--- config.mk ---
export PLATFORM = sky130hd
export DESIGN_NAME = seq_pattern_gen
export DESIGN_NICKNAME = d
export VERILOG_FILES = /design/src/rtl/seq_pattern_gen.sv
export SDC_FILE = /design/constraint.sdc
export NUM_CORES = 1
export LEC_CHECK = 0
export ABC_AREA = 1
export ABC_CLOCK_PERIOD_IN_PS = 2500
export CAP_MARGIN = 25
export CORE_MARGIN = 1
export CORE_UTILIZATION = 30
export DETAILED_ROUTE_END_ITERATION = 10
export PLACE_DENSITY_LB_ADDON = 0.1
export REMOVE_ABC_BUFFERS = 1
export SYNTH_ARGS = -nofsm -noshare
export SYNTH_HDL_FRONTEND = slang
export SYNTH_SLANG_ARGS = --single-unit
--- constraint.sdc ---
create_clock -name CLK -period 2.5 [get_ports CLK]
set_input_delay 0.375 -clock CLK [delete_from_list [all_inputs] [get_ports CLK]]
set_output_delay 0.375 -clock CLK [all_outputs]
set_load 0.02 [all_outputs]
--- src/rtl/seq_pattern_gen.sv ---
// Serial bit-pattern transmitter: loads a parallel pattern, shifts it out MSB-first,
// repeats it with one-cycle gaps. Optional even-parity bit per frame via SEQ_GEN_PARITY_EN.
module seq_pattern_gen #(
  parameter int WIDTH = 8,
  parameter int LEN_W = 4,
  parameter int CNT_W = 4
) (
  input  logic             CLK,
  input  logic             RESET,
  input  logic             start,
  input  logic [WIDTH-1:0] pattern,
  input  logic [LEN_W-1:0] len,
  input  logic [CNT_W-1:0] repeat_cnt,
  output logic             x,
  output logic             valid,
  output logic             busy,
  output logic             done,
  output logic [2:0]       S
);

`ifdef SEQ_GEN_PARITY_EN
  localparam int PAR = 1;
`else
  localparam int PAR = 0;
`endif
  // One spare LSB slot carries the parity bit right behind the last data bit.
  localparam int SRW = WIDTH + PAR;

  typedef enum logic [2:0] {
    IDLE  = 3'b000,
    LOAD  = 3'b001,
    SHIFT = 3'b010,
    GAP   = 3'b011,
    DONE  = 3'b100
  } state_e;

  state_e           state_q, state_d;
  logic [WIDTH-1:0] shadow_q, shadow_d;
  logic [LEN_W-1:0] len_q, len_d;
  logic [LEN_W-1:0] bitcnt_q, bitcnt_d;
  logic [CNT_W-1:0] rpt_q, rpt_d;
  logic [SRW-1:0]   sr_q, sr_d;

  logic [LEN_W-1:0] len_eff;
  logic [LEN_W-1:0] shamt;
  logic [WIDTH-1:0] aligned;
  logic [SRW-1:0]   frame_img;
  logic [LEN_W-1:0] bitcnt_init;

  assign len_eff = ((len == '0) || (len > LEN_W'(WIDTH))) ? LEN_W'(WIDTH) : len;
  assign shamt   = LEN_W'(WIDTH) - len_q;
  // Left-aligning drops bits above len and leaves zeros below the frame.
  assign aligned = shadow_q << shamt;
  assign bitcnt_init = len_q - LEN_W'(1) + LEN_W'(PAR);

`ifdef SEQ_GEN_PARITY_EN
  assign frame_img = {aligned, 1'b0} | ({{(SRW-1){1'b0}}, ^aligned} << shamt);
`else
  assign frame_img = aligned;
`endif

  always_ff @(posedge CLK) begin
    if (RESET) begin
      state_q  <= IDLE;
      shadow_q <= '0;
      len_q    <= '0;
      bitcnt_q <= '0;
      rpt_q    <= '0;
      sr_q     <= '0;
    end else begin
      state_q  <= state_d;
      shadow_q <= shadow_d;
      len_q    <= len_d;
      bitcnt_q <= bitcnt_d;
      rpt_q    <= rpt_d;
      sr_q     <= sr_d;
    end
  end

  always_comb begin
    state_d  = state_q;
    shadow_d = shadow_q;
    len_d    = len_q;
    bitcnt_d = bitcnt_q;
    rpt_d    = rpt_q;
    sr_d     = sr_q;
    case (state_q)
      IDLE: begin
        if (start) begin
          // Request captured here so later input changes cannot touch the run.
          shadow_d = pattern;
          len_d    = len_eff;
          rpt_d    = repeat_cnt;
          state_d  = LOAD;
        end
      end
      LOAD: begin
        sr_d     = frame_img;
        bitcnt_d = bitcnt_init;
        state_d  = SHIFT;
      end
      SHIFT: begin
        sr_d     = sr_q << 1;
        bitcnt_d = bitcnt_q - LEN_W'(1);
        if (bitcnt_q == '0)
          state_d = (rpt_q != '0) ? GAP : DONE;
      end
      GAP: begin
        sr_d     = frame_img;
        bitcnt_d = bitcnt_init;
        rpt_d    = rpt_q - CNT_W'(1);
        state_d  = SHIFT;
      end
      DONE:    state_d = IDLE;
      default: state_d = IDLE;
    endcase
  end

  always_comb begin
    valid = (state_q == SHIFT);
    x     = valid & sr_q[SRW-1];
    busy  = (state_q != IDLE);
    done  = (state_q == DONE);
    S     = state_q;
  end

endmodule

### Word level (Yosys, flattened, before mapping)

Cells that the tools add are included.

| word-level totals | value |
|---|---|
| output and inout port bits | 7 |
| word-level logic and storage cells | 40 |
| input bits | 19 |
| register bits | 31 |

| operators by class | value |
|---|---|
| add/sub/neg operators | 4 |
| shift-type cells | 1 |
| multiplexer cells | 9 |
| bitwise operators | 1 |
| eq/ne operators | 6 |
| $lt $le $gt $ge | 1 |
| reduce and logical (&&, ||, !) cells | 12 |

Operators by type and width:

| kind | number |
|---|---|
| $pmux W4 S2 | 2 |
| $pmux W8 S2 | 1 |
| $sub A4 B1 Y4 const B | 3 |
| $mux W3 | 3 |
| $pmux W3 S3 | 1 |
| $logic_not A4 Y1 | 2 |
| $mux W4 | 2 |
| $shl A8 B4 Y8 | 1 |
| $eq A3 B2 Y1 const B | 2 |
| $reduce_and A2 Y1 | 3 |
| $gt A4 B4 Y1 const B | 1 |
| $reduce_bool A2 Y1 | 2 |
| $reduce_bool A4 Y1 | 1 |
| $sub A4 B4 Y4 const A | 1 |
| $eq A3 B1 Y1 const B | 1 |
| $eq A3 B3 Y1 const B | 1 |
| $logic_not A3 Y1 | 1 |
| $reduce_bool A3 Y1 | 1 |
| $ne A2 B1 Y1 const B | 1 |
| $ne A2 B2 Y1 const B | 1 |
| $reduce_or A2 Y1 | 1 |
| $and A1 B1 Y1 | 1 |
| $logic_or A1 B1 Y1 | 1 |

### Longest topological paths before layout

| logic depth | value |
|---|---|
| depth in word-level cells | 4 |
| mapped depth | 11 |
| depth with buffers taken out | 9 |

### Least setup slack after synthesis

No wires, ideal clock.

| path | value |
|---|---|
| path type | flip-flop to flip-flop |
| start point | reg len_q[0] |
| end point | reg sr_q[4] |
| arrival | 1.673 ns |
| data required time | 2.430 ns |
| library setup time | 0.070 ns |
| path slack | 0.757 ns |
| stages on the path, launching flop included | 12 |
| clock period less this slack | 1.743 ns |
| cell sequence | dfxtp_1 > buf_4 > inv_2 > buf_4 > ha_1 > clkbuf_1 > inv_2 > nand3_1 > or2_1 > nand2_1 > nand2_1 > a21oi_1 |

| on the way | value |
|---|---|
| word-level cells in the longest chain between the ends | 3 |

Ends and longest elaborated chain:

| element | RTL line | source |
|---|---|---|
| from (decl) | 39 | `logic [LEN_W-1:0] len_q, len_d;` |
| from (signal assigned) | 73 | `len_q <= len_d;` |
| $sub A4 B4 Y4 | 51 | `assign shamt = LEN_W'(WIDTH) - len_q;` |
| $shl A8 B4 Y8 | 53 | `assign aligned = shadow_q << shamt;` |
| $pmux W8 S2 | 87 | `case (state_q)` |
| to (signal assigned) | 76 | `sr_q <= sr_d;` |
| to (decl) | 42 | `logic [SRW-1:0] sr_q, sr_d;` |

No other way between the ends.
A chain may end at the register's enable or synchronous reset.

### Final worst setup path

| path | value |
|---|---|
| start point | reg state_q[0], in the netlist S[0] |
| end point | out valid |

| on the way | value |
|---|---|
| word-level cells in the longest chain between the ends | 1 |

Ends and longest elaborated chain:

| element | RTL line | source |
|---|---|---|
| from (decl) | 37 | `state_e state_q, state_d;` |
| from (signal assigned) | 71 | `state_q <= state_d;` |
| $eq A3 B2 Y1 | 120 | `valid = (state_q == SHIFT);` |
| to (decl) | 15 | `output logic valid,` |

No other way between the ends.

==> impl_metrics.yaml <==
critical_path:
  rr_startpoint: "len_q[0]$_SDFFE_PP0P_"
  cp.required_ns: 2.12
  path_max_fanout: 10
  reg2reg_slack_ns: 0.66
  worstPathArrival_ns: 1.74
  startpoint_type: "register"
  ff2ff_path_depth: 8
  worstSetupPathType: "reg2out"
  cp-end-kind: "output port"
  worstReg2RegEnd: "sr_q[4]$_SDFFE_PP0P_"
floorplanning:
  core_mm2: 0.00557
  dieArea_mm2: 0.00620
  io_pins: 26
  std_cell_rows: 27
  die_h_um: 78.7
  die_w_um: 78.7
  initial_utilization_pct: 31.7
cts:
  cts_root_buf: "clkbuf_8"
  ctsResizeCount: 0
  clk_pin_slew_worst_paths_ns: 0.07
  cts_hold_buf: 0
  clock_latency_ns: 0.28
  cts_tree: "done"
  cts.sinks: 31
  cts_buffers: 5
  ctsLongestPathBuffers: 2
  h-tree-depth: 2
  post-cts-setup-buffers: 0
grt:
  grt_pass1_vias: 1430
  gr-usage-met1_pct: 19.1
  grt_use_met3_pct: 3.79
  antenna_found_initial: 0
  grt_pass1_wl_mm: 6.58
  gr-usage-met2_pct: 20.0
  grt_max_degree: 24
  top_usage_layer: "met2"
  grt_use_total_pct: 13.7
  grt_overflow: 0
timing:
  hold_ws_ns: 0.468
  finalSetupTns_ns: 0
  period_share_pct: 84.5
  fmax_ghz: 0.473
  slew_headroom_pct: 70.8
  setup_viol: 0
  final_max_slew_viol_count: 0
  worst_pin_slew_ns: 0.437
  fin_worst_skew_ns: 0.00770
  fin_crit_ns: 2.11
  rsz0062_at_grt: "no"
  final-hold-violation-count: 0
routing:
  viasPerCell: 4.67
  ant_nets: 0
  num_vias: 1644
  routed_wl_mm: 3.91
  firstDrtPassIters: 4
  drc_errors: 0
  detail_route.wl_per_cell_um: 11.1
  dr.first_iter.drc_count: 65
placement:
  portBuffers: 25
  dp_hpwl_mm: 2.99
  place.gp.congestion: 0.770
power:
  ir_drop_mv: 0.486
  p_leak_nw: 0.909
  p_per_area_mw_per_mm2: 1260
yosys:
  synth.distinct_cells: 30
  ys_seq_area_share_pct: 35.2
  synth.ff_latch_count: 31
  syn_area_mm2: 0.00177
  syn_area_per_cell_um2: 6.90
  netlist_instances: 256
  ys_warn_count: 0
status:
  outcome: "finished, final reports clean"
run:
  cap_violations: 0
min_path:
  hold_class: "reg2reg"
  whs_endpoint: "rpt_q[3]$_SDFFE_PP0P_"
  hp-start: "rpt_q[3]$_SDFFE_PP0P_"
  hold_depth: 2
cells_and_area:
  seqCellArea_um2: 621
  layout_commonest_cell: "nand2_1"
  nets: 302
  diodes: 0
  n_fill_cell: 630
  multi_input_area_um2: 973
  layout_common_cells: "nand2_1, nand3_1, dfxtp_1, a21oi_1, clkdlybuf4s50_1"
  drive_gt1_share_pct: 8.93
  syn2layout_area_growth_pct: 21.6
[state kept, by name, indices dropped and copies added (netlist names)]
register and cells:
S 3, rpt_q 4, len_q 4, shadow_q 8, sr_q 8, bitcnt_q 4
[where the power goes]
part / switching, mW / internal, mW
clock: 0.180 / 0.216
combinational: 0.955 / 0.578
sequential: 0.133 / 0.651
total: 1.27 / 1.44
[through the flow]
step | setup WS, ns | std cells | cell area (um2) | power [mW] | utilization [%]
finish | 0.388 | 352 | 2150 | 2.71 | 38.5
detailed placement | 0.644 | 345 | 2060 | 2.33 | 36.9
global placement | 0.670 | 345 | 2060 | 2.34 | 36.9
floorplan | 0.876 | 247 | 1710 | 1.96 | -
CTS | 0.353 | 352 | 2150 | 2.75 | 38.5
global route | 0.268 | 352 | 2150 | 2.99 | 38.5
[worst max-delay path, stage by stage, from the launching register on]
cell and delay [ns]:
dfxtp_1 0.42, nor2_4 0.18, nand2_4 0.12, inv_4 0.12, clkdlybuf4s50_1 0.61
[metal layers]
layer	vias to the layer above	part of all wire (%)
li1	893	-
met5	-	0
met4	0	1.0
met1	717	53
met3	5	3.7
met2	29	42
[cell type report]
class / instances / share of cell area, %
flip-flops and latches: 31 / 28.9
clock inverters: 1 / 0.233
repair buffers: 26 / 12.0
clock buffers: 6 / 3.85
well taps: 72 / 4.20
multi-input cells: 186 / 45.3
inverters: 30 / 5.48
[synthesized netlist by cell type, drive strengths merged]
library cell  number  area [um2]
a211oi             2        15.0
a21oi             26         130
a31oi              1        6.26
buf                5        38.8
clkbuf             4        15.0
dfxtp             31         621
ha                 3        37.5
inv               30         118
nand2             65         262
nand3             34         180
nand4              2        12.5
nor2              10        77.6
nor3               7        35.0
o21ai             28         155
or2                3        18.8
xnor2              2        17.5
xor2               3        26.3
[logic make-up after synthesis]
family / share of synthesized area, %
xor gates and xnor gates: 2.48
adders and majority gates: 2.13
buffers and inverters: 9.71
DFF: 35.2
and+or+nand+nor: 33.2
AOI/OAI and AO/OA: 17.4
[worst max path at each step]
stage	from	end	slack (ns)	cells after the start
after floorplan	len_q[0]$_SDFFE_PP0P_	sr_q[4]$_SDFFE_PP0P_	0.88	8
after global placement	S[0]$_SDFFE_PP0P_	valid	0.67	4
after detailed placement	start	rpt_q[1]$_SDFFE_PP0P_	0.64	5
after CTS	S[0]$_SDFFE_PP0P_	valid	0.35	4
after global routing	S[0]$_SDFFE_PP0P_	valid	0.27	4
final	S[0]$_SDFFE_PP0P_	valid	0.39	4
Power figures use the tool's default switching activity.
==> patch 1: new RTL, same settings <==
Set the parameter `WIDTH` to 10 (it was 8).
--- a/src/rtl/seq_pattern_gen.sv
+++ b/src/rtl/seq_pattern_gen.sv
@@ -1,7 +1,7 @@
 // Serial bit-pattern transmitter: loads a parallel pattern, shifts it out MSB-first,
 // repeats it with one-cycle gaps. Optional even-parity bit per frame via SEQ_GEN_PARITY_EN.
 module seq_pattern_gen #(
-  parameter int WIDTH = 8,
+  parameter int WIDTH = 10,
   parameter int LEN_W = 4,
   parameter int CNT_W = 4
 ) (
Ports: changed (resized pattern); port bits go from 26 to 28. The function was not compared with the original's and may differ.
==> patch 1 against the unedited design <==
- die area increased by 9.1%
- maximum frequency is 1.0% lower
- non-clock buffer count grew 5
- highest routed layer unchanged
- cell area increased by 9.6%
- critical path type unchanged
- routed wire length rose by 25%
- clock power increased by 2%
- first-iteration DRC count rose by 120%
- sequential cell count is 4 higher
- critical path depth is 1 lower
- power grew 3.9%
- area after synthesis up 9.3%
- register-to-register slack got worse by 20 ps
- worst setup slack worse by 22 ps
==> patch 1: results (changes against the unedited design) <==
Outcome
  – Status: completed

Routing
  – Drt initial violations: 144 (+120%)
  – Wire length on met2: 1976 um (+20%)
  – DR vias/cell: 4.885 (+4.6%)
  – Post-route ant nets: 0 (unchanged)
  – Met1 wire length: 2675 um (+29%)

Clocking
  – Setup Fix Bufs, Post-CTS: 0 (unchanged)

Cells and area
  – Nets: 347 (+15%)
  – Filler cells: 687 (+9.0%)
  – Regs by FF count: shadow_q: 10 flops, sr_q: 10 flops
  – Share of layout cells above drive strength 1: 5.556% (-3.4 points)

Synth
  – Sequential element share of the synthesized area: 36.32% (+1.2 points)
  – Number of distinct library cells after synthesis: 32 (+6.7%)
  – Commonest cells in the netlist: nand2_1, dfxtp_1, a21oi_1

Global route
  – Vias in the first global route: 1750 (+22%)
  – Largest net degree at the start of global routing: 21 (-13%)
  – First-pass GRT wire length: 8438 um (+28%)

Power and ir drop
  – Lkg Pwr: 0.9972 nW (+9.7%)
  – Max VDD drop: 0.7374 mV (+52%)

Min path
  – Hold Crit Start: rpt_q[2]

Timing
  – Clk_skew: 6.097 ps (-1.600 ps)

Critical path
  – RR Startpoint: len_q[1]
  – WP data arrival: 1760 ps (+20 ps)

Place
  – IO buf count: 27 (+8.0%)
  – Routability cong.: 0.8118 (+5.4%)
  – Hpwl dp: 3529 um (+18%)
  – Pre-CTS WS: 655.4 ps (+11.00 ps)
[patch 1: worst reg2reg max path: cells and delay by family, from the launching register on]
family,cells,cell delay (ps)
adder cells (fa/ha/maj),1,540
AND/OR/NAND/NOR,4,450
flip-flops,1,350
buffers and inverters,1,330
AO/OA/AOI/OAI,1,110
[patch 1: worst paths after layout]
path                   end  slack [ps]  cells after the start
setup / recovery     valid         370                      3
hold / removal    rpt_q[2]         460                      2
setup reg to reg   sr_q[9]         640                      7
hold reg to reg   rpt_q[2]         460                      2
[patch 1: area by class of cell]
class                   count  share of cell area [%]
well taps                  75                   3.989
repair buffers             31                   12.77
inverters                  31                   4.947
clock buffers               7                   3.245
clock inverters             1                  0.2128
multi-input cells         219                   45.05
flip-flops and latches     35                   29.79
[patch 1: stage by stage]
| stage | hold slack [ps] | total power (W) | cell area, um^2 | std cells | utilization (%) |
|---|---|---|---|---|---|
| after CTS | 464.9 | 0.002829 | 2352 | 399 | 38.81 |
| final | 459.7 | 0.002817 | 2352 | 399 | 38.81 |
| after detailed placement | 453.4 | 0.002409 | 2271 | 391 | 37.47 |
| after global placement | 455.6 | 0.002426 | 2271 | 391 | 37.47 |
| after floorplan | 433.0 | 0.001942 | 1877 | 285 | - |
| after global routing | 482.6 | 0.003106 | 2352 | 399 | 38.81 |
[patch 1: layer usage]
metal / up-vias / global-route usage, %
li1: 1043 / -
met1: 855 / 24.22
met2: 45 / 23.39
met3: 6 / 3.297
met4: 0 / 5.789
met5: - / 0
[patch 1: logic make-up after synthesis]
logic type | after synthesis | share of synthesized area (%)
flip-flops | 35 | 36.32
buffers and inverters | 41 | 8.755
XOR/XNOR | 2 | 0.9081
AND/OR/NAND/NOR | 138 | 30.93
AO/OA/AOI/OAI | 76 | 21.14
adder cells (fa/ha/maj) | 3 | 1.946
[patch 1: report_power, final]
part / switching [W] / total [W] / internal (W)
combinational: 0.00101 / 0.00157 / 0.000566
clock: 0.000207 / 0.000402 / 0.000196
sequential: 0.000109 / 0.000841 / 0.000733
==> patch 2: new RTL, config.mk and constraints unchanged <==
Made on the original files. Reset style: asynchronous (`RESET`), changed in one clocked block.
--- a/src/rtl/seq_pattern_gen.sv
+++ b/src/rtl/seq_pattern_gen.sv
@@ -59,7 +59,7 @@
   assign frame_img = aligned;
 `endif
 
-  always_ff @(posedge CLK) begin
+  always_ff @(posedge CLK or posedge RESET) begin
     if (RESET) begin
       state_q  <= IDLE;
       shadow_q <= '0;
Function: differs if RESET is asserted again (counterexample within 4 cycles, from zero or initial values and one cycle with RESET high); with RESET held inactive, the same outputs for 10 cycles.
==> patch 2 against the unedited design <==
- count of clock-buffer cells in the layout is the same
- area after synthesis grew 5.5%
- sequential share of layout area grew 5.0 points
- die area grew 5.4%
- sequential cell count is the same
- routed wire length grew 2.9%
- synthesized cell count shrank 4.3%
- worst setup slack lost 180 ps
- hold slack gained 15 ps
- cell area grew 6.5%
- clock skew is essentially flat
- first-iteration DRC count grew 51%
- largest cell class unchanged
Power is not compared: it rests on default switching activity, and its combinational part moved more than twofold at a synthesized area within 25%.
==> patch 2: results (changes against the unedited design) <==
Cells and area
  – Regs by FF count: shadow_q: 8 flops, sr_q: 8 flops
  – # diodes: 0 (unchanged)
  – Nets: 294 (-2.6%)
  – Share of layout cells above drive strength 1: 16.48% (+7.6 points)

Synth
  – Warnings from Yosys: 0 (unchanged)
  – Synth Flop Type: dfrtp_1
  – Top post-synthesis cells by area: dfrtp_1, nand2_1, nand3_1
  – Ys async rst share: 100.0% (+100 points)
  – Sequential element share of the synthesized area: 41.64% (+6.5 points)
  – Number of distinct library cells after synthesis: 26 (-13%)
  – Commonest cells in the netlist: nand2_1, dfrtp_1, nand3_1

Clocking
  – CTS max path bufs: 2 (unchanged)
  – Clock latency on the worst-skew pair: 280 ps (about the same)
  – TritonCTS buffer count: 5 (unchanged)
  – Setup Fix Bufs, Post-CTS: 0 (unchanged)
  – Root buffer cell: clkbuf_8
  – H-tree depth: 2 (unchanged)
  – Post-CTS Resized: 0 (unchanged)
  – Clk pin slew, worst setup/hold paths: 70 ps (about the same)

Min path
  – Worst min path class: reg2reg

Global route
  – M2 GR Usage: 22.77% (+2.8 points)
  – Met3 Usage GRT: 3.371% (-0.42 points)
  – Total gr overflow: 0 (unchanged)
  – GR Util All Layers: 14.31% (+0.65 points)
  – First-pass GRT wire length: 7155 um (+8.8%)
  – Antenna violations before repair: 0 (unchanged)
  – Met1 Resource Use GR: 19.18% (+0.063 points)
  – Largest net degree at the start of global routing: 32 (+33%)

Routing
  – Routed wl met3: 135 um (-6.3%)
  – Max layer used: met4
  – Met1 wire length: 2045 um (-1.6%)
  – Vias: 1600 (-2.7%)
  – Wire length on met2: 1818 um (+11%)
  – Pre-antenna DRT Iters: 4 (unchanged)
  – Drt initial violations: 98 (+51%)
  – Wirelength per Cell: 11.55 um (+4.1%)

Critical path
  – Slowest cell delay on critical path: 600 ps
  – CP top delay family: buffers and inverters
  – WP data arrival: 1910 ps (+170 ps)
  – Critical path's slowest cell: clkdlybuf4s50_1
  – Crit-path max FO: 9 (-1)

Timing
  – Clk_skew: 7.791 ps (+0.09362 ps)
  – Worst-Margin Slew: 416.0 ps (-20.79 ps)

Outcome
  – Status: completed

Power and ir drop
  – Max VDD drop: 0.2085 mV
  – Lkg Pwr: 1.107 nW
  – Seq power: 0.000501 W
  – Power per standard cell area: 464.1 nW/um^2
  – Logic power comb: 0.0000418 W
  – Psw: 0.0002112 W

Place
  – Hpwl dp: 2959 um (-0.95%)
  – IO buf count: 25 (unchanged)
  – Routability cong.: 0.8110 (+5.3%)
[patch 2: cell families after synthesis]
group                    share of synthesized area (%)
flip-flops                                       41.64
AO/OA/AOI/OAI                                    11.28
AND/OR/NAND/NOR                                  36.20
buffers and inverters                            7.924
adder cells (fa/ha/maj)                          2.015
XOR/XNOR                                        0.9404
[patch 2: worst register-to-register path: cells and delay by family (launching register included)]
family	cells	cell delay, ps
flip-flops	1	500
AND/OR/NAND/NOR	4	340
buffers and inverters	2	300
AO/OA/AOI/OAI	1	130
adder cells (fa/ha/maj)	1	500
[patch 2: layout make-up]
class / count / area, um^2
Clock buffer: 6 / 82.58
Clock inverter: 2 / 35.03
Fill cell: 642 / 3670
Inverter: 27 / 101.3
Multi-Input combinational cell: 181 / 939.7
Sequential cell: 31 / 775.7
Tap cell: 75 / 93.84
Timing Repair Buffer: 26 / 257.7
[patch 2: path summary, 6_finish.rpt]
check	from	endpoint	slack [ps]	cells after the start
setup / recovery	S[2]	x	210	6
hold / removal	sr_q[0]	sr_q[0]	480	2
setup reg to reg	len_q[0]	sr_q[7]	660	8
hold reg to reg	sr_q[0]	sr_q[0]	480	2
max in group asynchronous	RESET	sr_q[0]	1710	3
min in group asynchronous	RESET	shadow_q[0]	490	3
[patch 2: per-stage QoR]
step | instances | worst slack, ps | utilization (%) | hold WS, ps | area, um^2
floorplan | 239 | 714.5 | - | 444.0 | 1817
global placement | 340 | 530.3 | 36.41 | 475.4 | 2168
detailed placement | 340 | 512.6 | 36.41 | 472.2 | 2168
CTS | 348 | 193.2 | 38.38 | 488.3 | 2286
global route | 348 | 76.92 | 38.38 | 501.7 | 2286
finish | 348 | 212.3 | 38.38 | 483.8 | 2286
